--- config.mk ---
export PLATFORM = sky130hd
export DESIGN_NAME = keypad_scanner
export DESIGN_NICKNAME = d
export VERILOG_FILES = /design/src/rtl/keypad_scanner.sv
export SDC_FILE = /design/constraint.sdc
export NUM_CORES = 1
export LEC_CHECK = 0
export CORE_ASPECT_RATIO = 1.1
export CORE_UTILIZATION = 32
export CTS_BUF_LIST = sky130_fd_sc_hd__clkbuf_8
export CTS_CLUSTER_SIZE = 10
export DETAILED_ROUTE_END_ITERATION = 16
export DONT_BUFFER_PORTS = 1
export SYNTH_ARGS = -nofsm -noshare
export SYNTH_HDL_FRONTEND = slang
export SYNTH_SLANG_ARGS = --single-unit
--- constraint.sdc ---
create_clock -name wb_clk_i -period 12.93 [get_ports wb_clk_i]
set_input_delay 2.586 -clock wb_clk_i [delete_from_list [all_inputs] [get_ports wb_clk_i]]
set_output_delay 2.586 -clock wb_clk_i [all_outputs]
set_load 0.02 [all_outputs]
--- src/rtl/keypad_scanner.sv ---
// 4x4 matrix keypad scanner: column drive, frame-level debounce and key code/flags
// presented as a 32-bit read word for the peripheral decoder.
//
// state | meaning
// COL0  | column 0 driven low
// COL1  | column 1 driven low
// COL2  | column 2 driven low
// COL3  | column 3 driven low; its last cycle ends the frame
module keypad_scanner #(
    parameter int SCAN_CYCLES    = 20000,
    parameter int DEBOUNCE_SCANS = 4
) (
    input  logic        wb_clk_i,
    input  logic        wb_rst_i,
    input  logic [3:0]  btn_key_row,
    output logic [3:0]  btn_key_col,
    input  logic        key_clr,
    output logic [3:0]  key_code,
    output logic        key_held,
    output logic        key_pending,
    output logic        key_overrun,
    output logic [31:0] key_data
);
    localparam int CW = $clog2(SCAN_CYCLES);
    localparam int DW = $clog2(DEBOUNCE_SCANS + 1);
    localparam logic [CW-1:0] CYC_LAST = CW'(SCAN_CYCLES - 1);
    localparam logic [DW-1:0] DEB_MAX  = DW'(DEBOUNCE_SCANS);

    typedef enum logic [1:0] {COL0, COL1, COL2, COL3} col_state_t;

    col_state_t    state, state_next;
    logic [CW-1:0] cyc_cnt;
    logic          col_last, frame_end;
    logic [3:0]    row_low, samp0, samp1, samp2;
    logic [15:0]   frame_vec;
    logic [4:0]    hits;
    logic [3:0]    hit_idx;
    logic          is_multi;
    logic [4:0]    f_class, cand, cand_next, stable;  // {is_key, code}; NONE = 0
    logic [DW-1:0] deb_cnt, cnt_next;
    logic          commit, commit_key, commit_rel;

    assign col_last  = (cyc_cnt == CYC_LAST);
    assign frame_end = col_last && (state == COL3);
    assign row_low   = ~btn_key_row;

    always_ff @(posedge wb_clk_i or negedge wb_rst_i) begin
        if (!wb_rst_i) state <= COL0;
        else           state <= state_next;
    end

    always_comb begin
        state_next = state;
        if (col_last) begin
            case (state)
                COL0:    state_next = COL1;
                COL1:    state_next = COL2;
                COL2:    state_next = COL3;
                default: state_next = COL0;
            endcase
        end
    end

    always_comb begin
        case (state)
            COL0:    btn_key_col = 4'b1110;
            COL1:    btn_key_col = 4'b1101;
            COL2:    btn_key_col = 4'b1011;
            default: btn_key_col = 4'b0111;
        endcase
    end

    // Rows are only trusted on the last cycle of a column period, after settling.
    always_ff @(posedge wb_clk_i or negedge wb_rst_i) begin
        if (!wb_rst_i) begin
            cyc_cnt <= '0;
            samp0   <= '0;
            samp1   <= '0;
            samp2   <= '0;
        end else begin
            cyc_cnt <= col_last ? '0 : cyc_cnt + 1'b1;
            if (col_last) begin
                case (state)
                    COL0:    samp0 <= row_low;
                    COL1:    samp1 <= row_low;
                    COL2:    samp2 <= row_low;
                    default: ;
                endcase
            end
        end
    end

    // Bit 4*c + r of the frame vector is key k, so a lone hit's index is its code.
    assign frame_vec = {row_low, samp2, samp1, samp0};

    always_comb begin
        hits    = '0;
        hit_idx = '0;
        for (int i = 0; i < 16; i++) begin
            if (frame_vec[i]) begin
                hits    = hits + 5'd1;
                hit_idx = 4'(i);
            end
        end
    end

    assign is_multi = (hits > 5'd1);
    assign f_class  = (hits == 5'd1) ? {1'b1, hit_idx} : 5'd0;

    always_comb begin
        cand_next = cand;
        cnt_next  = deb_cnt;
        if (is_multi) begin
            cnt_next = '0;
        end else if (f_class == cand) begin
            if (deb_cnt != DEB_MAX) cnt_next = deb_cnt + 1'b1;
        end else begin
            cand_next = f_class;
            cnt_next  = DW'(1);
        end
    end

    assign commit     = frame_end && !is_multi && (cnt_next == DEB_MAX) && (cand_next != stable);
    assign commit_key = commit && cand_next[4];
    assign commit_rel = commit && !cand_next[4];

    always_ff @(posedge wb_clk_i or negedge wb_rst_i) begin
        if (!wb_rst_i) begin
            cand    <= '0;
            deb_cnt <= '0;
            stable  <= '0;
        end else if (frame_end) begin
            cand    <= cand_next;
            deb_cnt <= cnt_next;
            if (commit) stable <= cand_next;
        end
    end

    // A clear racing a commit loses on pending but still wipes overrun.
    always_ff @(posedge wb_clk_i or negedge wb_rst_i) begin
        if (!wb_rst_i) begin
            key_code    <= '0;
            key_held    <= 1'b0;
            key_pending <= 1'b0;
            key_overrun <= 1'b0;
        end else begin
            if (commit_key) begin
                key_code <= cand_next[3:0];
                key_held <= 1'b1;
            end else if (commit_rel) begin
                key_held <= 1'b0;
            end
            key_pending <= commit_key || (key_pending && !key_clr);
            key_overrun <= !key_clr && (key_overrun || (commit_key && key_pending));
        end
    end

    assign key_data = {24'b0, key_overrun, key_pending, key_held, 1'b0, key_code};
endmodule

==> After elaboration in Yosys (flattened, before gate mapping) <==
Index checks and enable logic that the tools add are counted.
{ "totals": {"register_bits": 49, "latch_bits": 0, "mem_bits_rw": 0, "mem_bits_ro": 0, "input_bits": 7, "output_inout_bits": 43, "mem_count": 0} }
{ "classes": {"add_sub_neg": 17, "n_mul": 0, "div": 0, "n_lt_le_gt_ge": 1, "n_eq_ne": 9, "shifts": 0, "muxes": 42, "bitwise": 1, "n_reduce_logical": 20} }
{ "ops": {"columns": ["cell", "n"], "rows": [
  ["$mux W5", 18],
  ["$add A5 B1 Y5 const B", 15],
  ["$mux W4", 14],
  ["$add A15 B1 Y15 const B", 1],
  ["$eq A15 B15 Y1 const B", 1],
  ["$mux W15", 1],
  ["$pmux W4 S3", 1],
  ["$logic_and A1 B1 Y1", 9],
  ["$mux W3", 3],
  ["$reduce_and A2 Y1", 4],
  ["$pmux W2 S3", 1],
  ["$eq A5 B1 Y1 const B", 1],
  ["$eq A5 B5 Y1", 1],
  ["$gt A5 B1 Y1 const B", 1],
  ["$ne A5 B5 Y1", 1],
  ["$eq A2 B2 Y1 const B", 2],
  ["$mux W1", 4],
  ["$not A4 Y4", 1],
  ["$add A3 B1 Y3 const B", 1],
  ["$eq A3 B3 Y1 const B", 1],
  ["$logic_not A1 Y1", 3],
  ["$ne A3 B3 Y1 const B", 1],
  ["$eq A2 B1 Y1 const B", 1],
  ["$logic_not A2 Y1", 1],
  ["other kinds (2)", 3]
]} }

==> Longest topological paths before layout <==
Gate-level depths: netlist of run 1.
{ "depth": {"depth_word": 43, "depth_mapped": 55} }

==> Worst setup path after synthesis of run 1 <==
No wires, ideal clock.
{ "synth_timing": {"path_kind": "reg2reg", "start": "reg samp0[1]", "end": "reg key_code[2]", "arrival_ns": 9.851, "setup_slack_ns": 2.948, "stages_incl_launch_ff": 54, "period_less_slack_ns": 9.982, "path_cell_list": "dfrtp_1 > inv_1 > ha_1 > xor2_1 > ha_1 > nand2_1 > o31ai_1 > ha_1 > mux2_2 > ha_1 > nand2_1 > o41ai_1 > or2_2 > ha_1 > nand2b_1 > o21a_1 > ha_1 > mux2_2 > [18 not listed] > ha_1 > nor2_1 > a21oi_1 > a31o_2 > ha_1 > mux2_2 > ha_1 > nor2b_1 > nand4b_1 > xnor2_1 > mux2i_1 > xnor2_1 > or2_1 > buf_4 > a211oi_2 > nor4b_4 > o311a_1 > o22ai_1"} }
{ "synth_via": {"elab_chain_len": 38} }
{ "synth_lines": {"columns": ["item", "line", "source"], "rows": [
  ["start: declaration", "34", "logic [3:0] row_low, samp0, samp1, samp2;"],
  ["start signal: assignment", "84", "COL0: samp0 <= row_low;"],
  ["$mux W5", "100", "if (frame_vec[i]) begin"],
  ["$add A5 B1 Y5", "101", "hits = hits + 5'd1;"],
  ["$mux W5", "100", null],
  ["$add A5 B1 Y5", "101", null],
  ["$mux W5", "100", null],
  ["$add A5 B1 Y5", "101", null],
  ["$mux W5", "100", null],
  ["$add A5 B1 Y5", "101", null],
  ["[21 not listed]", null, null],
  ["$eq A5 B1 Y1", "108", "assign f_class = (hits == 5'd1) ? {1'b1, hit_idx} : 5'd0;"],
  ["$mux W5", "108", null],
  ["$eq A5 B5 Y1", "115", "end else if (f_class == cand) begin"],
  ["$mux W3", "115", null],
  ["$mux W3", "113", "if (is_multi) begin"],
  ["$eq A3 B3 Y1", "123", "assign commit = frame_end && !is_multi && (cnt_next == DEB_MAX) && (cand_next != stable);"],
  ["$logic_and A1 B1 Y1 (2 in a row)", "123", null],
  ["$logic_and A1 B1 Y1", "124", "assign commit_key = commit && cand_next[4];"],
  ["end signal: assignment", "148", "key_code <= cand_next[3:0];"],
  ["end: declaration", "18", "output logic [3:0] key_code,"]
]} }
Several ways; a longest one is shown, not always the timed one.
A chain may end at the register's enable or synchronous reset.

==> Final worst setup path of run 1 <==
Ends and elaborated chain as after synthesis.

==> results.json, run 1 <==
{
  "pwr-share-clk_pct": 32.6,
  "cts_tree": "built",
  "hold_viol_final": 0,
  "maxSlewHeadroom_pct": 51.46,
  "cp_slowest_cell": "xor3_1",
  "fin_setup_tns_ns": 0,
  "p_int_uw": 201.3,
  "synth-edff-count": 0,
  "yosys-top-cells-area": "dfrtp_1, xnor2_1, ha_1",
  "cp-end-kind": "register",
  "cpMostUsedCell": "ha_1",
  "die-area_sq_um": 14640,
  "tightest_slew_ns": 0.7229,
  "peakVddDrop_uv": 61.34,
  "swShare_pct": 26.58,
  "p_leak_uw": 0.002155,
  "clk_pin_slew_worst_paths_ns": 0.09,
  "synth_compound_area_share_pct": 16.10,
  "place_inst": 694,
  "grt_pass1_vias": 3305,
  "drive_above_1_share_pct": 7.407,
  "fin_skew_ns": 0.005400,
  "arrival_ns": 11.67,
  "path_class": "register to register",
  "r2r_start": "samp0[1]",
  "syn_area_sq_um": 4532,
  "sequentialPowerShare_pct": 55.9,
  "yosys.area_share.adder_pct": 6.902,
  "cts_hold_buffers": 0,
  "wl_per_cell_microns": 12.49,
  "status": "finished clean",
  "final.min_clock_period_ns": 11.49,
  "num_vias": 3446,
  "synthXorXnorAreaFrac_pct": 17.26,
  "synth_simple_gate_area_share_pct": 19.16,
  "final_common_cell": "nand2_1",
  "numPortBuffers": 0,
  "drcViolationCount": 0,
  "die_w_microns": 115.5,
  "r2r_end": "key_code[2]",
  "grt_start_max_net_pins": 50,
  "setup_viol": 0,
  "antenna_found_initial": 0,
  "grt_remaining_overflow": 0,
  "synth_warnings": 0,
  "gp_congestion": 0.7983,
  "cts_resized": 0,
  "wl_microns": 8756,
  "comb_power_share_pct": 11.5,
  "dpl.hpwl_microns": 6926,
  "path_max_fanout": 16,
  "critPathLaunchType": "register",
  "synth_top_family_by_area": "simple AND/OR/NAND/NOR gates",
  "rows": 45,
  "holdPathEnd": "cyc_cnt[0]",
  "start_util_pct": 32.85,
  "max_freq_mhz": 87.00,
  "avgSynthCellArea_sq_um": 8.519,
  "synth_top_area_share_pct": 27.06,
  "area_growth_pct": 1.850,
  "required_ns": 13.10,
  "cts_max_level": 2,
  "mostFrequentLayoutCells": "nand2_1, dfrtp_1, nor2_1, o21ai_0",
  "diodes": 0,
  "r2r_cells": 49,
  "whs_ns": 0.4992,
  "rrSetupSlack_ns": 1.44,
  "synth_cell_types": 72,
  "min_from": "cyc_cnt[0]",
  "rsz0062_at_grt": "no",
  "period_share_pct": 88.90,
  "nets": 545,
  "synth_cells": 532,
  "power_density_nw_per_um2": 59.41,
  "ant_nets": 0,
  "hp-class": "register to register",
  "dr.pass1.iters": 4,
  "die_height_microns": 126.8,
  "critPathMaxStageDelay_ns": 0.63,
  "grt_pass1_wl_microns": 15260,
  "hold_depth": 1,
  "grtUsageTotal_pct": 12.55,
  "clk_latency_ns": 0.30,
  "synthMuxAreaShare_pct": 3.065,
  "yosysTopAreaCell": "dfrtp_1",
  "seq_area_frac_synth_pct": 27.06,
  "clockBufferDepth": 2,
  "routed_via_density": 4.916,
  "ys_ff_latch": 49,
  "instances_no_fill": 701,
  "async_reset_ff_share_pct": 100.0,
  "cts_setup_buffers": 0,
  "io_pins": 50,
  "max-cap-violations": 0,
  "maxSlewViolCount": 0,
  "numCtsBuffers": 5,
  "synthFlopType": "dfrtp_1",
  "cts_sinks": 49,
  "cts_root_buffer": "clkbuf_8",
  "drt_iter0_markers": 105,
  "p_switching_uw": 72.89,
  "core_sq_um": 13790
}
cells by family (layout without fill, tap and decap cells):
kind of cell,after synthesis,count (layout)
AND/OR/NAND/NOR,175,175
AO/OA/AOI/OAI,111,111
buffers and inverters,88,45
XOR/XNOR,70,70
flip-flops,49,49
adder cells (fa/ha/maj),25,25
multiplexers,13,13
other,1,25
metal layers:
layer  vias up  GRT usage (%)  share of wire [%]
met3         5          1.672                2.8
met4         0          1.604               0.41
met1      1652          15.46                 45
met2        56          23.42                 52
met5         -              0                  0
li1       1733              -                  -
how the worst max path moves through the flow:
| stage | from | endpoint |
|---|---|---|
| final | samp0[1] | key_code[2] |
| after global routing | samp0[1] | key_code[0] |
| after CTS | samp0[1] | key_code[0] |
| after detailed placement | samp0[1] | key_code[0] |
| after global placement | samp0[1] | key_code[2] |
| after floorplan | samp0[1] | key_code[2] |
cell usage after synthesis (8+ instances only):
master and instances:
clkbuf_1 11, o22ai_1 8, nand2_1 55, mux2i_1 8, inv_1 36, nor2_1 46
dfrtp_1 49, nand3_1 11, xor2_1 19, ha_1 25, xnor2_1 36, a21oi_1 16
nor3_1 12, o21ai_0 39, buf_4 36
power by group through the flow:
| stage | clock network, uW | registers [uW] | logic [uW] |
|---|---|---|---|
| final | 89.4 | 153 | 31.6 |
| after global routing | 97.5 | 153 | 35.8 |
| after CTS | 93.0 | 153 | 31.6 |
| after detailed placement | 0 | 156 | 31.4 |
| after global placement | 0 | 156 | 30.6 |
| after floorplan | 0 | 156 | 34.4 |
area by class of cell:
| class | instances | area [sq um] |
|---|---|---|
| Inverter | 37 | 138.9 |
| Timing Repair Buffer | 1 | 7.507 |
| Multi-Input combinational cell | 419 | 2925 |
| Clock inverter | 2 | 13.76 |
| Sequential cell | 49 | 1226 |
| Fill cell | 1452 | 9179 |
| Clock buffer | 5 | 68.82 |
| Tap cell | 188 | 235.2 |
state kept, by name (all words and copies together), names as in the netlist:
register / cells
state: 2
samp0: 4
cyc_cnt: 15
cand: 5
samp1: 4
key_held: 1
stable: 5
samp2: 4
key_pending: 1
key_overrun: 1
key_code: 4
deb_cnt: 3
worst max-delay path, delay by kind of cell (launching register included):
| kind | cells | cell delay, ns |
|---|---|---|
| adder cells (fa/ha/maj) | 13 | 3.90 |
| AND/OR/NAND/NOR | 14 | 2.60 |
| AO/OA/AOI/OAI | 13 | 2.40 |
| XOR/XNOR | 3 | 0.95 |
| multiplexers | 4 | 0.94 |
| flip-flops | 1 | 0.40 |
| buffers and inverters | 2 | 0.20 |
stage by stage:
stage	setup WS (ns)	util (%)	instance area (sq um)	total power, uW
floorplan	2.948	-	4622	190.7
global placement	1.926	32.86	4533	186.8
detailed placement	1.505	32.86	4533	187.7
CTS	1.461	33.46	4616	277.8
global route	0.4892	33.46	4616	286.6
finish	1.436	33.46	4616	274.2
(Power assumes the default switching activity.)
==> run 2: changes to the inputs <==
--- a/config.mk
+++ b/config.mk
@@ -5,9 +5,11 @@
 export SDC_FILE = /design/constraint.sdc
 export NUM_CORES = 1
 export LEC_CHECK = 0
+export ABC_AREA = 1
 export CORE_ASPECT_RATIO = 1.1
 export CORE_UTILIZATION = 32
 export CTS_BUF_LIST = sky130_fd_sc_hd__clkbuf_8
+export CTS_CLUSTER_DIAMETER = 200
 export CTS_CLUSTER_SIZE = 10
 export DETAILED_ROUTE_END_ITERATION = 16
 export DONT_BUFFER_PORTS = 1
==> run 2 against run 1 <==
Compared with the run above: clock skew rose by 0.0023 ns; flip-flop and latch count did not move; non-clock buffer count fell by 1; clock power rose by 8.6%; fmax rose by 19%; setup slack improved by 1.8 ns; design area rose by 3.1%; area after synthesis rose by 1.3%; total power fell by 0.97%.
==> results.json, run 2 <==
{
  "fin_setup_tns_ns": 0,
  "cts_setup_buffers": 0,
  "cts_root_buffer": "clkbuf_8",
  "routed_via_density": 4.375,
  "drt_iter0_markers": 161,
  "async_reset_ff_share_pct": 100.0,
  "p_switching_uw": 69.26,
  "wl_per_cell_microns": 9.624,
  "maxUsedRoutingLayer": "met4",
  "largestRegisters": "cyc_cnt: 15 flops, cand: 5 flops, stable: 5 flops",
  "synth_cells": 725,
  "cp-endpoint": "stable[4]",
  "power_density_nw_per_um2": 57.09,
  "synth_warnings": 0,
  "setup_viol": 0,
  "io_pins": 50,
  "post_dp_cell_area_sq_um": 4657,
  "path_delay_family": "simple AND/OR/NAND/NOR gates",
  "maxSlewHeadroom_pct": 43.74,
  "num_vias": 3981,
  "arrival_ns": 9.87,
  "pwr-share-clk_pct": 35.8,
  "rrSetupSlack_ns": 3.24,
  "clk_pin_slew_worst_paths_ns": 0.09,
  "r2r_start": "samp0[1]",
  "synth_cell_types": 33,
  "die_height_microns": 127.6,
  "fin_skew_ns": 0.007718,
  "cts_sinks": 49,
  "final_common_cell": "nand2_1",
  "ant_nets": 0,
  "synthFlopType": "dfrtp_1",
  "cp.buffers_inverters": 9,
  "wl_met2_microns": 4167,
  "p_int_uw": 202.3,
  "diodes": 0,
  "cp-end-kind": "register",
  "p_leak_uw": 0.002852,
  "ys_ff_latch": 49,
  "cp_slowest_cell": "dfrtp_1",
  "drcViolationCount": 0,
  "wl_microns": 8758,
  "grtUsageTotal_pct": 13.19,
  "maxSlewViolCount": 0,
  "start_util_pct": 33.01,
  "seq_area_frac_synth_pct": 26.71,
  "met3WireLength_microns": 204,
  "die-area_sq_um": 14830,
  "final.min_clock_period_ns": 9.691,
  "path_max_fanout": 12,
  "min_from": "cyc_cnt[0]",
  "mostFrequentLayoutCells": "nand2_1, inv_1, nand3_1, nor2_1, dfrtp_1",
  "synth_top_area_share_pct": 26.71,
  "area_growth_pct": 3.625,
  "peakVddDrop_uv": 75.68,
  "max_freq_mhz": 103.2,
  "max-cap-violations": 0,
  "period_share_pct": 74.95,
  "drive_above_1_share_pct": 8.172,
  "required_ns": 13.11,
  "comb_power_share_pct": 7.9,
  "die_w_microns": 116.2,
  "path_class": "register to register",
  "rsz0062_at_grt": "no",
  "numCtsBuffers": 5,
  "grt_start_max_net_pins": 50,
  "grt_pass1_vias": 3846,
  "top_register": "cyc_cnt",
  "cts_max_level": 2,
  "numPortBuffers": 0,
  "yosysTopAreaCell": "dfrtp_1",
  "synth-edff-count": 0,
  "gp_congestion": 0.8090,
  "hold_viol_final": 0,
  "nets": 753,
  "dr.pass1.iters": 4,
  "clockBufferDepth": 2,
  "antenna_found_initial": 0,
  "sequentialPowerShare_pct": 56.4,
  "largest_register_ff_count": 15,
  "cts_hold_buffers": 0,
  "cts_tree": "built",
  "wl_met1_microns": 4330,
  "critPathMaxStageDelay_ns": 0.39,
  "status": "finished clean",
  "critPathLaunchType": "register",
  "cpMostUsedCell": "nand2_1",
  "r2r_end": "stable[4]",
  "clk_latency_ns": 0.30,
  "yosys-top-cells-area": "dfrtp_1, nand2_1, inv_1",
  "crit_start": "samp0[1]",
  "rows": 45,
  "synth_common_cells": "nand2_1, inv_1, nand3_1, dfrtp_1, nor2_1",
  "core_sq_um": 13910,
  "worst-path-stages": 62,
  "finish.instance_area_sq_um": 4757,
  "dpl.hpwl_microns": 7174,
  "grt_pass1_wl_microns": 16420,
  "syn_area_sq_um": 4591,
  "swShare_pct": 25.50,
  "cts_resized": 0,
  "yosysMostFrequentCell": "nand2_1",
  "r2r_cells": 62,
  "grt_remaining_overflow": 0,
  "hp-class": "register to register",
  "avgSynthCellArea_sq_um": 6.332,
  "tightest_slew_ns": 0.8374
}
run 2: cell types whose count changed after synthesis, sizes merged, moves of 9 or more:
| cell | before | now |
|---|---|---|
| xnor2 | 41 | 0 |
| nand2 | 55 | 247 |
| nand3 | 11 | 89 |
| inv | 37 | 134 |
| mux2i | 9 | 0 |
| xor2 | 21 | 3 |
| clkbuf | 11 | 2 |
run 2: stage by stage:
| stage | total power, uW | instances | utilization, % | hold slack [ns] | setup slack, ns |
|---|---|---|---|---|---|
| after CTS | 275.5 | 910 | 34.21 | 0.4709 | 3.189 |
| final | 271.6 | 910 | 34.21 | 0.4675 | 3.239 |
| after global placement | 177.4 | 902 | 33.49 | 0.4553 | 3.359 |
| after floorplan | 181.8 | 749 | - | 0.4329 | 4.145 |
| after global routing | 283.9 | 910 | 34.21 | 0.4927 | 2.182 |
| after detailed placement | 177.3 | 902 | 33.49 | 0.4581 | 3.241 |
run 2: routing by layer:
metal	vias to the layer above	GRT usage (%)
li1	2208	-
met1	1724	17.12
met2	44	23.53
met3	5	1.233
met5	-	0
met4	0	2.715
run 2: power groups by stage:
| stage | Sequential, uW | Combinational [uW] | Clock [uW] |
|---|---|---|---|
| 2_1_floorplan | 156 | 25.6 | 0 |
| 3_3_place_gp | 156 | 21.2 | 0 |
| 3_5_place_dp | 156 | 21.1 | 0 |
| 4_1_cts | 153 | 21.2 | 101 |
| 5_1_grt | 153 | 24.6 | 106 |
| 6_report | 153 | 21.4 | 97.1 |
run 2: worst min-delay path by stage:
stage	to	slack, ns	depth (start not counted)
2_1_floorplan	cyc_cnt[0]	0.43	1
3_3_place_gp	cyc_cnt[0]	0.46	1
3_5_place_dp	cyc_cnt[0]	0.46	1
4_1_cts	cyc_cnt[0]	0.47	1
5_1_grt	cyc_cnt[0]	0.49	1
6_report	cyc_cnt[0]	0.47	1
run 2: cell type report:
cell class	count	area, sq um
clock buffers	6	82.58
clock inverters	2	17.52
fillers	1558	9150
inverters	134	503.0
multi-input cells	531	2693
flip-flops and latches	49	1226
well taps	188	235.2
run 2: cells by family after synthesis:
group	share of synthesized area, %
other cells	0.08169
fa+ha+maj	6.814
xor+xnor	0.5725
compound gates	6.160
buf+inv	16.60
flops	26.71
simple gates	43.06
